--- src/rtl/mem_sram_ctrl_pkg.sv ---
// rtl/mem_sram_ctrl_pkg.sv - MEM-stage op codes, SRAM FSM states and op classifiers
// Purpose: shared encodings for the data-memory SRAM controller and its lane aligner.
package mem_sram_ctrl_pkg;

  localparam logic [3:0] MEM_NOP = 4'd0;
  localparam logic [3:0] MEM_LB  = 4'd1;
  localparam logic [3:0] MEM_LBU = 4'd2;
  localparam logic [3:0] MEM_LH  = 4'd3;
  localparam logic [3:0] MEM_LHU = 4'd4;
  localparam logic [3:0] MEM_LW  = 4'd5;
  localparam logic [3:0] MEM_SB  = 4'd6;
  localparam logic [3:0] MEM_SH  = 4'd7;
  localparam logic [3:0] MEM_SW  = 4'd8;

  typedef enum logic [2:0] {
    SRAM_IDLE  = 3'd0,
    SRAM_READ  = 3'd1,
    SRAM_WRITE = 3'd2,
    SRAM_WHOLD = 3'd3,
    SRAM_DONE  = 3'd4
  } sram_state_e;

  // Unknown codes fall out of both classifiers and so behave as NOP.
  function automatic logic is_load(input logic [3:0] op);
    return (op == MEM_LB) || (op == MEM_LBU) || (op == MEM_LH) ||
           (op == MEM_LHU) || (op == MEM_LW);
  endfunction

  function automatic logic is_store(input logic [3:0] op);
    return (op == MEM_SB) || (op == MEM_SH) || (op == MEM_SW);
  endfunction

endpackage

--- src/rtl/mem_sram_ctrl_if.sv ---
// rtl/mem_sram_ctrl_if.sv - MEM stage <-> SRAM controller request/response bundle
// Purpose: groups the MEM-side op, address, store data, load result and stall.
// master = MEM stage (drives op/addr/data), slave = controller (drives load data/stall).
interface mem_sram_ctrl_if;
  logic [3:0]  ramOp_i;
  logic [31:0] ramAddr_i;
  logic [31:0] storeData_i;
  logic [31:0] load_data_o;
  logic        stall_o;

  modport master (
    output ramOp_i, ramAddr_i, storeData_i,
    input  load_data_o, stall_o
  );

  modport slave (
    input  ramOp_i, ramAddr_i, storeData_i,
    output load_data_o, stall_o
  );
endinterface

--- src/rtl/mem_lane_align.sv ---
// rtl/mem_lane_align.sv - byte-lane enables, store replication and load extension
// Purpose: purely combinational lane logic for a 32-bit little-endian word bus.
// Ports: i_op (MEM op), i_a (byte offset), i_store_data (right-aligned), i_rdata (bus word)
//        -> o_be_n (active-low lane enables), o_wdata (lane-replicated), o_load_ext.
module mem_lane_align
  import mem_sram_ctrl_pkg::*;
(
  input  logic [3:0]  i_op,
  input  logic [1:0]  i_a,
  input  logic [31:0] i_store_data,
  input  logic [31:0] i_rdata,
  output logic [3:0]  o_be_n,
  output logic [31:0] o_wdata,
  output logic [31:0] o_load_ext
);

  logic [31:0] w_shift;
  logic [7:0]  w_byte;
  logic [15:0] w_half;

  assign w_shift = i_rdata >> {i_a, 3'b000};
  assign w_byte  = w_shift[7:0];
  // a[0] is deliberately ignored for halves so a stray misaligned op stays in-word.
  assign w_half  = i_a[1] ? i_rdata[31:16] : i_rdata[15:0];

  always_comb begin
    o_be_n     = 4'hF;
    o_wdata    = i_store_data;
    o_load_ext = 32'h0;
    case (i_op)
      MEM_LB:  begin o_be_n = ~(4'b0001 << i_a); o_load_ext = {{24{w_byte[7]}}, w_byte}; end
      MEM_LBU: begin o_be_n = ~(4'b0001 << i_a); o_load_ext = {24'h0, w_byte}; end
      MEM_LH:  begin o_be_n = i_a[1] ? 4'b0011 : 4'b1100; o_load_ext = {{16{w_half[15]}}, w_half}; end
      MEM_LHU: begin o_be_n = i_a[1] ? 4'b0011 : 4'b1100; o_load_ext = {16'h0, w_half}; end
      MEM_LW:  begin o_be_n = 4'b0000; o_load_ext = i_rdata; end
      MEM_SB:  begin o_be_n = ~(4'b0001 << i_a); o_wdata = {4{i_store_data[7:0]}}; end
      MEM_SH:  begin o_be_n = i_a[1] ? 4'b0011 : 4'b1100; o_wdata = {2{i_store_data[15:0]}}; end
      MEM_SW:  begin o_be_n = 4'b0000; end
      default: ;
    endcase
  end

endmodule

--- src/rtl/mem_sram_ctrl.sv ---
// rtl/mem_sram_ctrl.sv - MEM-stage responder running multi-cycle async SRAM accesses
// Purpose: accepts a load/store from MEM, strobes an external 32-bit SRAM for WAIT_CYCLES,
// returns extended load data and stalls the pipeline until the access is done.
// Ports: clk, rst (async active-low), mem (slave side of mem_sram_ctrl_if),
//        sram_* pins: word address, replicated write data, read data, bus drive enable,
//        active-low byte enables / chip enable / output enable / write enable.
module mem_sram_ctrl
  import mem_sram_ctrl_pkg::*;
#(
  parameter int ADDR_W      = 20,
  parameter int WAIT_CYCLES = 1
) (
  input  logic              clk,
  input  logic              rst,
  mem_sram_ctrl_if.slave    mem,
  output logic [ADDR_W-1:0] sram_addr_o,
  output logic [31:0]       sram_wdata_o,
  input  logic [31:0]       sram_rdata_i,
  output logic              sram_data_oe_o,
  output logic [3:0]        sram_be_n_o,
  output logic              sram_ce_n_o,
  output logic              sram_oe_n_o,
  output logic              sram_we_n_o
);

  localparam logic [3:0] CNT_INIT = 4'(WAIT_CYCLES - 1);

  sram_state_e       r_state;
  logic [3:0]        r_cnt;
  logic [3:0]        r_op;
  logic [1:0]        r_a;
  logic [31:0]       r_load;
  logic [ADDR_W-1:0] r_addr;
  logic [31:0]       r_wdata;
  logic [3:0]        r_be_n;
  logic              r_ce_n, r_oe_n, r_we_n, r_data_oe;

  logic [3:0]        w_op;
  logic [1:0]        w_a;
  logic [3:0]        w_be_n;
  logic [31:0]       w_wdata;
  logic [31:0]       w_load_ext;
  logic              w_unused;

  // Live inputs steer the aligner while idle; the latched op/offset drive it during the
  // access so load extension never depends on MEM holding its inputs.
  assign w_op = (r_state == SRAM_IDLE) ? mem.ramOp_i : r_op;
  assign w_a  = (r_state == SRAM_IDLE) ? mem.ramAddr_i[1:0] : r_a;
  assign w_unused = ^mem.ramAddr_i[31:ADDR_W+2];

  mem_lane_align u_lane_align (
    .i_op         (w_op),
    .i_a          (w_a),
    .i_store_data (mem.storeData_i),
    .i_rdata      (sram_rdata_i),
    .o_be_n       (w_be_n),
    .o_wdata      (w_wdata),
    .o_load_ext   (w_load_ext)
  );

  always_ff @(posedge clk or negedge rst) begin
    if (!rst) begin
      r_state   <= SRAM_IDLE;
      r_cnt     <= 4'd0;
      r_op      <= MEM_NOP;
      r_a       <= 2'd0;
      r_load    <= 32'h0;
      r_addr    <= '0;
      r_wdata   <= 32'h0;
      r_be_n    <= 4'hF;
      r_ce_n    <= 1'b1;
      r_oe_n    <= 1'b1;
      r_we_n    <= 1'b1;
      r_data_oe <= 1'b0;
    end else begin
      case (r_state)
        SRAM_IDLE: begin
          if (is_load(mem.ramOp_i) || is_store(mem.ramOp_i)) begin
            r_addr  <= mem.ramAddr_i[ADDR_W+1:2];
            r_be_n  <= w_be_n;
            r_wdata <= w_wdata;
            r_cnt   <= CNT_INIT;
            r_op    <= mem.ramOp_i;
            r_a     <= mem.ramAddr_i[1:0];
            r_ce_n  <= 1'b0;
            if (is_load(mem.ramOp_i)) begin
              r_state <= SRAM_READ;
              r_oe_n  <= 1'b0;
            end else begin
              r_state   <= SRAM_WRITE;
              r_we_n    <= 1'b0;
              r_data_oe <= 1'b1;
            end
          end
        end
        SRAM_READ: begin
          if (r_cnt != 4'd0) begin
            r_cnt <= r_cnt - 4'd1;
          end else begin
            r_load  <= w_load_ext;
            r_state <= SRAM_DONE;
            r_ce_n  <= 1'b1;
            r_oe_n  <= 1'b1;
            r_be_n  <= 4'hF;
          end
        end
        SRAM_WRITE: begin
          if (r_cnt != 4'd0) begin
            r_cnt <= r_cnt - 4'd1;
          end else begin
            // Rising we_n here; chip select and data stay up one more cycle for hold time.
            r_state <= SRAM_WHOLD;
            r_we_n  <= 1'b1;
          end
        end
        SRAM_WHOLD: begin
          r_state   <= SRAM_DONE;
          r_ce_n    <= 1'b1;
          r_data_oe <= 1'b0;
          r_be_n    <= 4'hF;
        end
        SRAM_DONE: r_state <= SRAM_IDLE;
        default:   r_state <= SRAM_IDLE;
      endcase
    end
  end

  assign mem.stall_o = ((r_state == SRAM_IDLE) &&
                        (is_load(mem.ramOp_i) || is_store(mem.ramOp_i))) ||
                       (r_state == SRAM_READ) || (r_state == SRAM_WRITE) ||
                       (r_state == SRAM_WHOLD);
  assign mem.load_data_o = r_load;

  assign sram_addr_o    = r_addr;
  assign sram_wdata_o   = r_wdata;
  assign sram_data_oe_o = r_data_oe;
  assign sram_be_n_o    = r_be_n;
  assign sram_ce_n_o    = r_ce_n;
  assign sram_oe_n_o    = r_oe_n;
  assign sram_we_n_o    = r_we_n;

endmodule

--- src/flat_wrapper.sv ---
// flat-port wrapper written by rule: the top's interface ports become plain ports
module mem_sram_ctrl_flat import mem_sram_ctrl_pkg::*;
#(
  parameter int ADDR_W      = 20,
  parameter int WAIT_CYCLES = 1
)
  (clk, rst, sram_addr_o, sram_wdata_o, sram_rdata_i, sram_data_oe_o, sram_be_n_o, sram_ce_n_o, sram_oe_n_o, sram_we_n_o, mem_ramOp_i, mem_ramAddr_i, mem_storeData_i, mem_load_data_o, mem_stall_o);
  mem_sram_ctrl_if mem_i ();
  input  logic clk;
  input  logic rst;
  output logic [ADDR_W-1:0] sram_addr_o;
  output logic [31:0] sram_wdata_o;
  input  logic [31:0] sram_rdata_i;
  output logic sram_data_oe_o;
  output logic [3:0] sram_be_n_o;
  output logic sram_ce_n_o;
  output logic sram_oe_n_o;
  output logic sram_we_n_o;
  input wire logic [$bits(mem_i.ramOp_i)-1:0] mem_ramOp_i;
  input wire logic [$bits(mem_i.ramAddr_i)-1:0] mem_ramAddr_i;
  input wire logic [$bits(mem_i.storeData_i)-1:0] mem_storeData_i;
  output wire logic [$bits(mem_i.load_data_o)-1:0] mem_load_data_o;
  output wire logic [$bits(mem_i.stall_o)-1:0] mem_stall_o;
  assign mem_i.ramOp_i = mem_ramOp_i;
  assign mem_i.ramAddr_i = mem_ramAddr_i;
  assign mem_i.storeData_i = mem_storeData_i;
  assign mem_load_data_o = mem_i.load_data_o;
  assign mem_stall_o = mem_i.stall_o;
  mem_sram_ctrl #(.ADDR_W(ADDR_W), .WAIT_CYCLES(WAIT_CYCLES)) u_core (.clk(clk), .rst(rst), .mem(mem_i), .sram_addr_o(sram_addr_o), .sram_wdata_o(sram_wdata_o), .sram_rdata_i(sram_rdata_i), .sram_data_oe_o(sram_data_oe_o), .sram_be_n_o(sram_be_n_o), .sram_ce_n_o(sram_ce_n_o), .sram_oe_n_o(sram_oe_n_o), .sram_we_n_o(sram_we_n_o));
endmodule
--- config.mk ---
export PLATFORM = sky130hd
export DESIGN_NAME = mem_sram_ctrl_flat
export DESIGN_NICKNAME = d
export VERILOG_FILES = /design/src/rtl/mem_sram_ctrl_pkg.sv /design/src/rtl/mem_sram_ctrl_if.sv /design/src/rtl/mem_lane_align.sv /design/src/rtl/mem_sram_ctrl.sv /design/src/flat_wrapper.sv
export SDC_FILE = /design/constraint.sdc
export NUM_CORES = 1
export LEC_CHECK = 0
export ABC_AREA = 1
export CORE_UTILIZATION = 43
export CTS_CLUSTER_SIZE = 20
export DETAILED_ROUTE_END_ITERATION = 8
export HOLD_SLACK_MARGIN = 0.06
export PLACE_DENSITY = 0.75
export SLEW_MARGIN = 20
export SYNTH_ARGS = -nofsm -noshare
export SYNTH_HDL_FRONTEND = slang
export SYNTH_HIERARCHICAL = 1
export SYNTH_SLANG_ARGS = --single-unit
--- constraint.sdc ---
create_clock -name clk -period 2.8 [get_ports clk]
set_input_delay 0.28 -clock clk [delete_from_list [all_inputs] [get_ports clk]]
set_output_delay 0.28 -clock clk [all_outputs]
set_load 0.03 [all_outputs]
# == Word level (Yosys, flattened, before mapping) ==
# Index checks and enable logic that the tools add are counted.
# word_totals
register_bits,105
wordCells,102
# classes
n_bitwise,2
reduce_logical,30
n_eq_ne,25
n_addsub,1
shift,2
mux,30
# op_table
operator,n
case mux 32 bit (5 select lines),1
case mux 32 bit (2 select lines),1
== test 4 x 3 -> 1 bit (second input constant),8
>> shifter 32 x 5 -> 8 bit,1
2-to-1 mux 4 bit,6
case mux 4 bit (3 select lines),2
== test 4 x 2 -> 1 bit (second input constant),4
2-to-1 mux 16 bit,1
case mux 3 bit (4 select lines),1
AND reduction 3 bit,4
logical OR 1 bit,10
!= test 2 bit (second input constant),5
2-to-1 mux 3 bit,3
== test 4 x 1 -> 1 bit (second input constant),2
== test 4 bit (second input constant),2
2-to-1 mux 1 bit,8
case mux 4 bit (2 select lines),1
AND reduction 4 bit,2
nonzero test 2 bit,4
== test 3 x 2 -> 1 bit (second input constant),2
case mux 1 bit (2 select lines),3
OR reduction 3 bit,2
2-to-1 mux 2 bit,2
inverter 4 bit,1
other kinds (12),14

# == Longest topological paths before layout ==
# Gate-level depths: netlist (run 1).
# depth
ltp_word,10
depth_mapped,17
mapped_depth_nobuf,15

# == Modules after synthesis ==
# The synthesis (run 1) kept the hierarchy.
# by_module_without_submodules
mod,area_each_um2,cells_per_inst,seq_area_each_um2,n_inst
mem_sram_ctrl,4546.9,487,2636.3,1
mem_lane_align,1491.4,332,0.0,1

# == Worst setup path before layout (run 1) ==
# Ideal clock, no wire load.
# synth_timing
path_kind,reg-to-reg
startpoint,register u_core.r_state[0]
endpoint,"register u_core.r_load[2], in the netlist u_core/mem.load_data_o[2]"
stages_incl_launch_ff,15
arrival_ns,2.080
required_time_ns,2.674
synth_period_minus_slack_ns,2.206
slack_ns,0.594
cell_sequence,dfrtp_1 -> inv_2 -> nand2_4 -> nor2_8 -> inv_1 -> buf_2 -> o21ai_0 -> nor2_2 -> nand2_1 -> nand2_4 -> buf_6 -> a21oi_1 -> nand2_1 -> inv_1 -> o21ai_0
# synth_between
elab_chain_cells,4
word_cells_on_any_way,13
classes_between,eq/ne: 6; shift: 1; mux: 4; reduce/logical: 2
# synth_lines
item,line_no,text
"start, declared",mem_sram_ctrl.sv:28,sram_state_e r_state;
"start signal, assigned",mem_sram_ctrl.sv:63,r_state <= SRAM_IDLE;
"start signal, assigned",mem_sram_ctrl.sv:87,r_state <= SRAM_READ;
"start signal, assigned",mem_sram_ctrl.sv:90,r_state <= SRAM_WRITE;
logical NOT 3 bit (*),mem_sram_ctrl.sv:47,assign w_op = (r_state == SRAM_IDLE) ? mem.ramOp_i : r_op;
2-to-1 mux 4 bit (*),mem_sram_ctrl.sv:47,
via u_core.w_op[3],mem_sram_ctrl.sv:38,logic [3:0] w_op;
"== test 4 x 3 -> 1 bit, or another cell as far along",mem_lane_align.sv:30,case (i_op)
case mux 32 bit (5 select lines) (*),mem_lane_align.sv:30,
via u_core.w_load_ext[2],mem_sram_ctrl.sv:42,logic [31:0] w_load_ext;
"end signal, assigned",mem_sram_ctrl.sv:100,r_load <= w_load_ext;
"end, declared",mem_sram_ctrl.sv:32,logic [31:0] r_load;
# Mark *: on every way through the listed nets, which the timed path passes. The rest lies on a longest branch.
# A chain may end at the register's enable or synchronous reset.

# == Final worst setup path (run 1) ==
# layout_timing
startpoint,register u_core.r_state[0]
endpoint,"register u_core.r_load[29], in the netlist u_core/mem.load_data_o[29]"
# The elaborated chain is that of the path after synthesis.

==> results of run 1 <==
==> metal layers <==
metal	up-vias	global-route usage
li1	2863	-
met1	2560	0.296
met2	202	0.376
met3	19	0.0561
met4	0	0.0841
met5	-	0
==> path summary, 6_finish.rpt <==
check,slack [ps],cells after the start,startpoint,end
setup / recovery,240,14,u_core/r_state[0],u_core/mem.load_data_o[29]
hold / removal,460,3,mem_ramAddr_i[18],u_core/sram_addr_o[16]
setup reg to reg,240,14,u_core/r_state[0],u_core/mem.load_data_o[29]
hold reg to reg,480,2,u_core/sram_oe_n_o,u_core/sram_oe_n_o
max in group asynchronous,1430,3,rst,u_core/sram_oe_n_o
min in group asynchronous,500,2,rst,u_core/mem.load_data_o[9]
==> power by group through the flow <==
| stage | Combinational [mW] | Clock (mW) | Sequential (mW) |
|---|---|---|---|
| after floorplan | 3.25 | 0 | 3.95 |
| after global placement | 6.54 | 0 | 2.73 |
| after detailed placement | 6.65 | 0 | 2.73 |
| after CTS | 6.68 | 1.51 | 2.73 |
| after global routing | 7.32 | 1.57 | 2.82 |
| final | 6.65 | 1.48 | 2.72 |
==> cell families after synthesis <==
logic type / count (synthesis) / share of synthesized area
adders and majority gates: 1 / 0.00207
xor gates and xnor gates: 2 / 0.00290
DFF: 105 / 0.437
and+or+nand+nor: 394 / 0.288
AOI/OAI and AO/OA: 144 / 0.136
buffers and inverters: 173 / 0.135
==> what timing repair did <==
action                     CTS  global route
gates resized for setup      0             2
hold endpoints to repair    49             0
setup endpoints to repair    0            20
hold buffers                 1             0
==> metrics by stage <==
stage               utilization  setup WS (ps)
floorplan                     -            594
global placement          0.589            323
detailed placement        0.589            202
CTS                       0.616            174
global route              0.616           8.21
finish                    0.616            235
==> registers in the layout, summed over array words and instances, names as in the netlist <==
| register | flops |
|---|---|
| u_core/sram_wdata_o | 32 |
| u_core/sram_we_n_o | 1 |
| u_core/sram_be_n_o | 4 |
| u_core/r_cnt | 4 |
| u_core/sram_data_oe_o | 1 |
| u_core/r_state | 3 |
| u_core/mem.load_data_o | 32 |
| u_core/sram_ce_n_o | 1 |
| u_core/sram_oe_n_o | 1 |
| u_core/r_op | 4 |
| u_core/sram_addr_o | 20 |
| u_core/r_a | 2 |
==> critical path, delay by kind of cell (launching register included) <==
family / cells / cell delay [ps]
flops: 1 / 410
compound gates: 2 / 510
simple gates: 6 / 770
buf+inv: 6 / 770
==> cell type report <==
type | count | area [sq um]
inverter | 130 | 488
sequential | 105 | 2640
tap | 176 | 220
clock inverter | 7 | 124
fill | 1271 | 5160
multi-input combinational | 541 | 2600
timing repair buffer | 202 | 2000
clock buffer | 9 | 225
==> cell usage in the layout, fill, tap and decap left out, types with 2 or more instances in the layout <==
| cell type | Yosys | layout |
|---|---|---|
| inv_1 | 121 | 121 |
| or2_2 | 7 | 7 |
| nand3_1 | 52 | 52 |
| o21ai_1 | 15 | 16 |
| buf_12 | 0 | 2 |
| nand4_1 | 2 | 2 |
| nor2_4 | 3 | 3 |
| clkdlybuf4s50_1 | 0 | 182 |
| a21oi_1 | 18 | 18 |
| dfstp_2 | 7 | 7 |
| nor2_1 | 29 | 29 |
| nand3_2 | 2 | 2 |
| inv_2 | 8 | 8 |
| nand2_4 | 3 | 3 |
| xnor2_1 | 2 | 2 |
| o21ai_2 | 26 | 28 |
| nand2_2 | 28 | 28 |
| dfrtp_1 | 98 | 98 |
| bufinv_16 | 0 | 3 |
| nor2_2 | 4 | 4 |
| nand2_1 | 260 | 260 |
| o21ai_0 | 84 | 81 |
| buf_4 | 13 | 17 |
| clkbuf_16 | 0 | 9 |
| inv_6 | 0 | 2 |
==> results by group, run 1 <==
STA
  • Rel. slew slack: 0.549
  • Final period util: 0.916
  • Setup tns final: 0 ps
  • RSZ-0062 raised after global routing: no
  • Post-route clock skew: around 9 ps
  • Final hold violations: 0
  • F_max: 390 MHz
  • Final min period: about 2600 ps
  • Minimum hold slack: ~460 ps
  • Final setup viols: 0
  • Max Transition Viols Final: 0
  • Worst slew pin tran: ~680 ps

Yosys
  • Syn Inst Count: a little over 800
  • Syn Std Cell Area: 6040 sq um
  • Syn_nets: between 900 and 1000
  • Post-synthesis register bit count: approximately 110
  • Synth area leaders: dfrtp_1 41%, nand2_1 16%, inv_1 7.5%
  • Distinct cells, synth: 31
  • Number of synthesized flops with an enable pin: 0
  • Ys flop type: dfrtp_1
  • Syn_area_per_cell: approximately 7.4 sq um
  • Post-synthesis sequential area ratio: 0.437
  • Cell with the most instances after synthesis: nand2_1
  • Post-synth top cells: 260 x nand2_1, 121 x inv_1, 98 x dfrtp_1
  • FFs w/ async S/R, synth: 1.00
  • Yosys warnings: 6
  • Yosys top cell area share: 0.406
  • Area leader, netlist: dfrtp_1

Pwr
  • Peak supply drop: roughly 0.57 mV
  • Post-route total power: around 11 mW
  • Static leakage: roughly 4.1 nW
  • Pwr/cell area: 1310 nW/um^2
  • Flop pwr share: 0.251
  • Combinational Power Share: 0.613
  • Switching fraction of total power: 0.475
  • P_int: approximately 5.7 mW
  • Clk pwr share: 0.136
  • P_sw: just over 5 mW

Layout
  • Layout Cells excl Fill: about 1200
  • Nets: between 1000 and 1500
  • Area added between synthesis and finish: 37.3%
  • Number of antenna diodes: 0
  • Design area: 8290 sq um
  • Layout cells sized above 1: 0.128

Worst setup path
  • CP max stage cell: dfrtp_1
  • CP cell instances: inv_2, nand2_4, nor2_8, inv_1, o21ai_0, inv_1, nor2_2, nand2_1, inv_1, nand2_2, buf_4, nand3_1, inv_1, o21ai_0
  • CP Launch Type: flop
  • Arr. time, crit path: ~2800 ps
  • Largest stage delay, worst path: 410 ps
  • Critical path type: flop to flop
  • Crit-path max FO: 15
  • WP data required: a little over 3000 ps
  • Crit end category: flop
  • Most frequent CP cell: inv_1

CTS
  • Post-CTS Setup Repair Bufs: 0
  • Clock sinks: between 100 and 150
  • Clock transition at path regs: approximately 70 ps
  • Inserted Clock Buffers: 9
  • Clk_lat worst skew: roughly 360 ps
  • Longest Clk Path Bufs: 2
  • CTS tree: yes
  • CTS H-tree lvls: 3
  • CTS root buf: clkbuf_16

Place
  • Placed Instances: between 1000 and 1500
  • Cell Area, Placed: approximately 7900 sq um
  • GPL Wtd Cong: between 0.8 and 0.9
  • HPWL Detailed: ~12000 um
  • Port bufs: 184

Drt
  • Starting DRT DRC Count: between 400 and 500
  • # DRC: 0
  • Routed wire length: roughly 16000 um
  • First-pass detailed-route iteration total: 5
  • Detail Route met3 WL: roughly 1200 um
  • Post-route antenna net violation count: 0
  • Top Metal Used: met4
  • Via count: roughly 5600
  • WL met2: between 7000 and 8000 um
  • DR vias/cell: a little under 5
  • Avg WL per Cell: approximately 14 um
  • Metal1 wirelength: approximately 7000 um

Global routing
  • GRT overflow: 0
  • Antenna violations before repair: 0
  • First-pass GRT wire length: about 26000 um
  • Largest net degree at the start of global routing: 64
  • Vias in the first global route: 5334
  • GRT Util Overall: 0.230

Floorplan
  • Die width: 121 um
  • Rows: 42
  • Die Y-Extent: around 120 um
  • Area of the die: 14500 sq um
  • I/O pins: slightly below 200
  • Core area: 13500 sq um
  • Initial core utilization: 0.449

Status
  • Status: finished, final reports clean

Hold path
  • Worst hold path class: primary input to flop

Job
  • Max cap viols: 0
(Power assumes the default switching activity.)
==> run 2: changes to the inputs <==
--- a/config.mk
+++ b/config.mk
@@ -6,10 +6,12 @@
 export NUM_CORES = 1
 export LEC_CHECK = 0
 export ABC_AREA = 1
+export ABC_CLOCK_PERIOD_IN_PS = 2800
 export CORE_UTILIZATION = 43
 export CTS_CLUSTER_SIZE = 20
 export DETAILED_ROUTE_END_ITERATION = 8
 export HOLD_SLACK_MARGIN = 0.06
+export MAX_ROUTING_LAYER = met4
 export PLACE_DENSITY = 0.75
 export SLEW_MARGIN = 20
 export SYNTH_ARGS = -nofsm -noshare
==> run 2 against run 1 <==
  * Utilization is the same
  * Sequential share of layout area stayed put
  * Critical path type unchanged
  * Highest routed layer unchanged
  * Maximum frequency down 0.26%
  * Largest power group unchanged
  * Largest cell class unchanged
  * Worst setup slack worse by 6.7 ps
==> results by group, run 2 (synthesis gave the netlist of run 1 again) <==
Global routing
  • GRT overflow: 0 (unchanged)
  • Largest net degree at the start of global routing: 64 (unchanged)
  • Antenna violations before repair: 0 (unchanged)
  • First-pass GRT wire length: 26000 um (was 26100 um)
  • Vias in the first global route: 5343 (was 5334)
  • GRT Util Overall: 0.237 (was 0.230)

Worst setup path
  • Reg2reg start: u_core/r_state[0] (unchanged)
  • Largest stage delay, worst path: 410 ps (about the same)
  • CP max stage cell: dfrtp_1 (unchanged)
  • CP delay by family, top: simple AND/OR/NAND/NOR gates (was buffers and inverters)
  • CP Launch Type: flop (unchanged)
  • Critical path type: flop to flop (unchanged)
  • Crit-path max FO: 15 (unchanged)
  • Arr. time, crit path: 2830 ps (about the same)
  • Launch point of the worst path: u_core/r_state[0] (unchanged)
  • CP cell instances: inv_2, nand2_4, nor2_8, inv_1, o21ai_0, inv_1, nor2_2, nand2_1, inv_1, nand2_2, buf_4, nand3_1, inv_1, o21ai_0 (unchanged)
  • WP data required: 3060 ps (about the same)
  • Critical path buffer and inverter count: 6 (unchanged)
  • Most frequent CP cell: inv_1 (unchanged)
  • Crit end category: flop (unchanged)

CTS
  • Clock transition at path regs: 70 ps (about the same)
  • Inserted Clock Buffers: 9 (unchanged)
  • Clk_lat worst skew: 360 ps (about the same)
  • Longest Clk Path Bufs: 2 (unchanged)
  • Clock sinks: 105 (unchanged)
  • CTS root buf: clkbuf_16 (unchanged)
  • CTS H-tree lvls: 3 (unchanged)
  • CTS tree: yes (unchanged)

Drt
  • Avg WL per Cell: 13.7 um (about the same)
  • # DRC: 0 (unchanged)
  • Starting DRT DRC Count: 426 (was 417)
  • Post-route antenna net violation count: 0 (unchanged)
  • Routed wire length: 16000 um (about the same)
  • Via count: 5657 (was 5644)
  • DR vias/cell: 4.84 (was 4.82)
  • First-pass detailed-route iteration total: 5 (unchanged)

Layout
  • Area added between synthesis and finish: 37.3% (unchanged)
  • Nets: 1092 (unchanged)
  • Layout cells sized above 1: 0.128 (unchanged)
  • Most frequent cells in the layout: 260 x nand2_1, 182 x clkdlybuf4s50_1, 121 x inv_1 (unchanged)
  • Commonest non-fill, non-tap cell in the layout: nand2_1 (unchanged)
  • Fill count: 1271 (unchanged)
  • Design area: 8290 sq um (unchanged)
  • Layout Cells excl Fill: 1170 (unchanged)
  • Number of antenna diodes: 0 (unchanged)

Pwr
  • Static leakage: 4.12 nW (unchanged)
  • Peak supply drop: 0.570 mV (was 0.571 mV)
  • Pwr/cell area: 1310 nW/um^2 (about the same)
  • Post-route total power: 10.8 mW (about the same)

Floorplan
  • Die Y-Extent: 121 um (unchanged)
  • Die width: 121 um (unchanged)
  • I/O pins: 195 (unchanged)
  • Core area: 13500 sq um (unchanged)
  • Rows: 42 (unchanged)
  • Initial core utilization: 0.449 (unchanged)
  • Area of the die: 14500 sq um (unchanged)

Hold path
  • Min-delay src: mem_ramAddr_i[18] (unchanged)
  • Worst hold path class: primary input to flop (unchanged)

STA
  • Final hold violations: 0 (unchanged)
  • Post-route clock skew: 7.86 ps (was 9.07 ps)
  • Final setup viols: 0 (unchanged)
  • Setup tns final: 0 ps (unchanged)
  • Rel. slew slack: 0.549 (about the same)
  • Final period util: 0.918 (was 0.916)
  • Max Transition Viols Final: 0 (unchanged)
  • RSZ-0062 raised after global routing: no (unchanged)
  • Worst slew pin tran: 677 ps (was 676 ps)
  • F_max: 389 MHz (was 390 MHz)
  • Final min period: 2570 ps (was 2560 ps)

Job
  • Max cap viols: 0 (unchanged)

Place
  • Placed Instances: 1153 (unchanged)
  • Cell Area, Placed: 7930 sq um (unchanged)
  • HPWL Detailed: 11700 um (unchanged)
  • Port bufs: 184 (unchanged)
  • GPL Wtd Cong: 0.887 (was 0.873)

Status
  • Status: finished, final reports clean (unchanged)
==> run 2: cell counts in the layout (fill, tap and decap cells not counted) <==
Identical to the previous run, type by type.
==> run 2: final timing paths <==
kind,to,depth (start not counted),slack (ps)
worst max-delay path,u_core/mem.load_data_o[29],14,230
worst min-delay path,u_core/sram_addr_o[16],3,460
worst max register to register,u_core/mem.load_data_o[29],14,230
worst min register to register,u_core/sram_oe_n_o,2,480
max in group asynchronous,u_core/sram_oe_n_o,3,1430
min in group asynchronous,u_core/mem.load_data_o[9],2,500
==> run 2: what timing repair did <==
item                       4_1_cts  5_1_grt
gates resized for setup          0        2
setup buffers                    0        0
hold buffers                     1        0
hold endpoints to repair        49        0
setup endpoints to repair        0       20
==> run 2: power by group <==
| group | leakage (nW) | internal, mW | switching [mW] | total (mW) |
|---|---|---|---|---|
| clock | 0.167 | 0.882 | 0.597 | 1.48 |
| sequential | 1.29 | 2.29 | 0.434 | 2.72 |
| combinational | 2.66 | 2.52 | 4.12 | 6.64 |
==> run 2: worst reg2reg max path, stage by stage (launching register included) <==
cell     delay, ps
dfrtp_1        410
inv_2           90
nand2_4         80
nor2_8         120
inv_1          220
o21ai_0        320
inv_1           90
nor2_2         170
nand2_1        110
inv_1           80
nand2_2        210
buf_4          250
nand3_1         90
inv_1           40
o21ai_0        190
==> run 2: layout make-up <==
| cell class | instances | area (sq um) | area share |
|---|---|---|---|
| Clock buffer | 9 | 225 | 0.0272 |
| Clock inverter | 7 | 124 | 0.0149 |
| Inverter | 130 | 488 | 0.0589 |
| Multi-Input combinational cell | 541 | 2600 | 0.313 |
| Sequential cell | 105 | 2640 | 0.318 |
| Tap cell | 176 | 220 | 0.0266 |
| Timing Repair Buffer | 202 | 2000 | 0.241 |
==> run 2: routing by layer <==
layer	track usage	vias up	part of all wire
li1	-	2868	-
met1	0.301	2558	0.45
met2	0.377	212	0.47
met3	0.0481	19	0.069
met4	0.0841	0	0.016
met5	-	-	0
==> run 2: through the flow <==
step | utilization | hold slack (ps) | setup WS, ps
finish | 0.616 | 464 | 229
global route | 0.616 | 467 | 8.20
detailed placement | 0.589 | 364 | 202
floorplan | - | -15.6 | 594
CTS | 0.616 | 453 | 174
global placement | 0.589 | 373 | 323
==> run 3: changes to the inputs <==
--- a/config.mk
+++ b/config.mk
@@ -8,6 +8,7 @@
 export ABC_AREA = 1
 export ABC_CLOCK_PERIOD_IN_PS = 2800
 export CORE_UTILIZATION = 43
+export CTS_CLUSTER_DIAMETER = 40
 export CTS_CLUSTER_SIZE = 20
 export DETAILED_ROUTE_END_ITERATION = 8
 export HOLD_SLACK_MARGIN = 0.06
==> constraint.sdc (replaced) <==
create_clock -name clk -period 2.8 [get_ports clk]
set_input_delay 0.56 -clock clk [delete_from_list [all_inputs] [get_ports clk]]
set_output_delay 0.56 -clock clk [all_outputs]
set_load 0.03 [all_outputs]
==> run 3 against run 2 <==
  * Sequential power is essentially flat
  * Critical path depth shrank 1
  * Global-route usage shrank 0.62 points
  * Clock skew grew 4.8 ps
  * Non-clock buffer count is the same
  * Sequential share of layout area grew 0.11 points
  * Cell count is the same
  * Hold slack gained 19 ps
  * Die area is the same
  * Via count shrank 1.4%
  * Combinational power is essentially flat
  * Largest power group unchanged
==> results by group, run 3 (synthesis gave the netlist of run 1 again) <==
Worst setup path
  • CP Launch Type: flop (unchanged)
  • Arr. time, crit path: 2750 ps (was 2830 ps)
  • Crit-path max FO: 15 (unchanged)
  • Largest stage delay, worst path: 400 ps (was 410 ps)
  • CP max stage cell: dfrtp_1 (unchanged)
  • Critical path type: flop to flop (unchanged)
  • CP cell instances: inv_2, nand2_4, nor2_8, inv_1, o21ai_0, inv_2, nor2_4, nand2_1, inv_1, nand2_1, nand3_1, inv_1, o21ai_0 (was inv_2, nand2_4, nor2_8, inv_1, o21ai_0, inv_1, nor2_2, nand2_1, inv_1, nand2_2, buf_4, nand3_1, inv_1, o21ai_0)
  • Crit end category: flop (unchanged)
  • Critical path buffer and inverter count: 5 (was 6)
  • WP data required: 3080 ps (was 3060 ps)
  • Most frequent CP cell: inv_1 (unchanged)
  • CP delay by family, top: buffers and inverters (was simple AND/OR/NAND/NOR gates)

Pwr
  • Post-route total power: 10.7 mW (was 10.8 mW)
  • Pwr/cell area: 1290 nW/um^2 (was 1310 nW/um^2)
  • Peak supply drop: 0.553 mV (was 0.570 mV)
  • Static leakage: 4.11 nW (was 4.12 nW)

STA
  • Post-route clock skew: 12.7 ps (was 7.86 ps)
  • Minimum hold slack: 484 ps (was 464 ps)
  • Worst slew pin tran: 531 ps (was 677 ps)
  • Final setup viols: 0 (unchanged)
  • Final hold violations: 0 (unchanged)
  • Setup tns final: 0 ps (unchanged)
  • Rel. slew slack: 0.646 (was 0.549)
  • Final period util: 0.884 (was 0.918)
  • Post-route setup slack: 324 ps (was 229 ps)
  • F_max: 404 MHz (was 389 MHz)
  • Final min period: 2480 ps (was 2570 ps)
  • Max Transition Viols Final: 0 (unchanged)
  • RSZ-0062 raised after global routing: no (unchanged)

Floorplan
  • Die width: 121 um (unchanged)
  • Rows: 42 (unchanged)
  • I/O pins: 195 (unchanged)
  • Initial core utilization: 0.449 (unchanged)
  • Area of the die: 14500 sq um (unchanged)
  • Die Y-Extent: 121 um (unchanged)
  • Core area: 13500 sq um (unchanged)

CTS
  • Clock sinks: 105 (unchanged)
  • Clk_lat worst skew: 360 ps (about the same)
  • CTS H-tree lvls: 3 (unchanged)
  • Post-CTS Setup Repair Bufs: 0 (unchanged)
  • Clock transition at path regs: 80 ps (was 70 ps)
  • Longest Clk Path Bufs: 2 (unchanged)
  • CTS root buf: clkbuf_16 (unchanged)
  • Inserted Clock Buffers: 9 (unchanged)
  • CTS tree: yes (unchanged)

Global routing
  • GRT Util Overall: 0.231 (was 0.237)
  • Antenna violations before repair: 0 (unchanged)
  • Largest net degree at the start of global routing: 117 (was 64)
  • GRT overflow: 0 (unchanged)
  • Vias in the first global route: 5210 (was 5343)
  • First-pass GRT wire length: 25300 um (was 26000 um)

Hold path
  • Worst hold path class: flop to flop (was primary input to flop)

Layout
  • Number of antenna diodes: 0 (unchanged)
  • Nets: 1092 (unchanged)
  • Final Core Density: 0.614 (was 0.616)
  • Commonest non-fill, non-tap cell in the layout: nand2_1 (unchanged)
  • Design area: 8260 sq um (was 8290 sq um)
  • Most frequent cells in the layout: 260 x nand2_1, 182 x clkdlybuf4s50_1, 121 x inv_1 (unchanged)
  • Layout cells sized above 1: 0.127 (was 0.128)
  • Layout Cells excl Fill: 1170 (unchanged)
  • Area added between synthesis and finish: 36.8% (was 37.3%)

Place
  • GPL Wtd Cong: 0.878 (was 0.887)
  • Cell Area, Placed: 7940 sq um (was 7930 sq um)
  • Port bufs: 184 (unchanged)
  • Placed Instances: 1153 (unchanged)
  • HPWL Detailed: 11400 um (was 11700 um)
  • Setup slack at placement: 188 ps (was 202 ps)

Drt
  • Post-route antenna net violation count: 0 (unchanged)
  • DR vias/cell: 4.76 (was 4.84)
  • Routed wire length: 15700 um (was 16000 um)
  • # DRC: 0 (unchanged)
  • First-pass detailed-route iteration total: 5 (unchanged)
  • Starting DRT DRC Count: 345 (was 426)
  • Avg WL per Cell: 13.4 um (was 13.7 um)
  • Via count: 5575 (was 5657)

Status
  • Status: finished, final reports clean (unchanged)

Job
  • Max cap viols: 0 (unchanged)
==> run 3: final timing paths <==
path / slack [ps] / startpoint / cells after the start / to
setup / recovery: 320 / u_core/r_state[0] / 13 / u_core/sram_wdata_o[30]
hold / removal: 480 / u_core/mem.load_data_o[22] / 2 / u_core/mem.load_data_o[22]
setup reg to reg: 320 / u_core/r_state[0] / 13 / u_core/sram_wdata_o[30]
hold reg to reg: 480 / u_core/mem.load_data_o[22] / 2 / u_core/mem.load_data_o[22]
max in group asynchronous: 1510 / rst / 3 / u_core/sram_be_n_o[2]
min in group asynchronous: 600 / rst / 2 / u_core/mem.load_data_o[15]
==> run 3: worst min-delay path: cells and delay by family, from the launching register on <==
kind | cells | cell delay, ps
DFF | 1 | 340
AOI/OAI and AO/OA | 1 | 60
and+or+nand+nor | 1 | 50
==> run 3: report_power, final <==
group	total, mW	switching [mW]	internal, mW
logic	6.61	4.09	2.52
clock network	1.34	0.595	0.748
registers	2.72	0.433	2.29
==> run 3: timing repair <==
item | in CTS | in global routing
hold buffers | 1 | 0
resized for setup | 0 | 0
hold endpoints to repair | 13 | 0
==> run 3: per-layer routing <==
| metal | part of all wire | vias up | track usage |
|---|---|---|---|
| met5 | 0 | - | - |
| met1 | 0.45 | 2519 | 0.292 |
| met4 | 0.021 | 0 | 0.0802 |
| met3 | 0.071 | 22 | 0.0608 |
| li1 | - | 2850 | - |
| met2 | 0.46 | 184 | 0.358 |
==> run 3: final cells by class <==
class,count,area (sq um)
clock buffer,11,253
clock inverter,5,60.1
fill,1238,5190
inverter,130,488
multi-input combinational,541,2590
sequential,105,2640
tap,176,220
timing repair buffer,202,2010
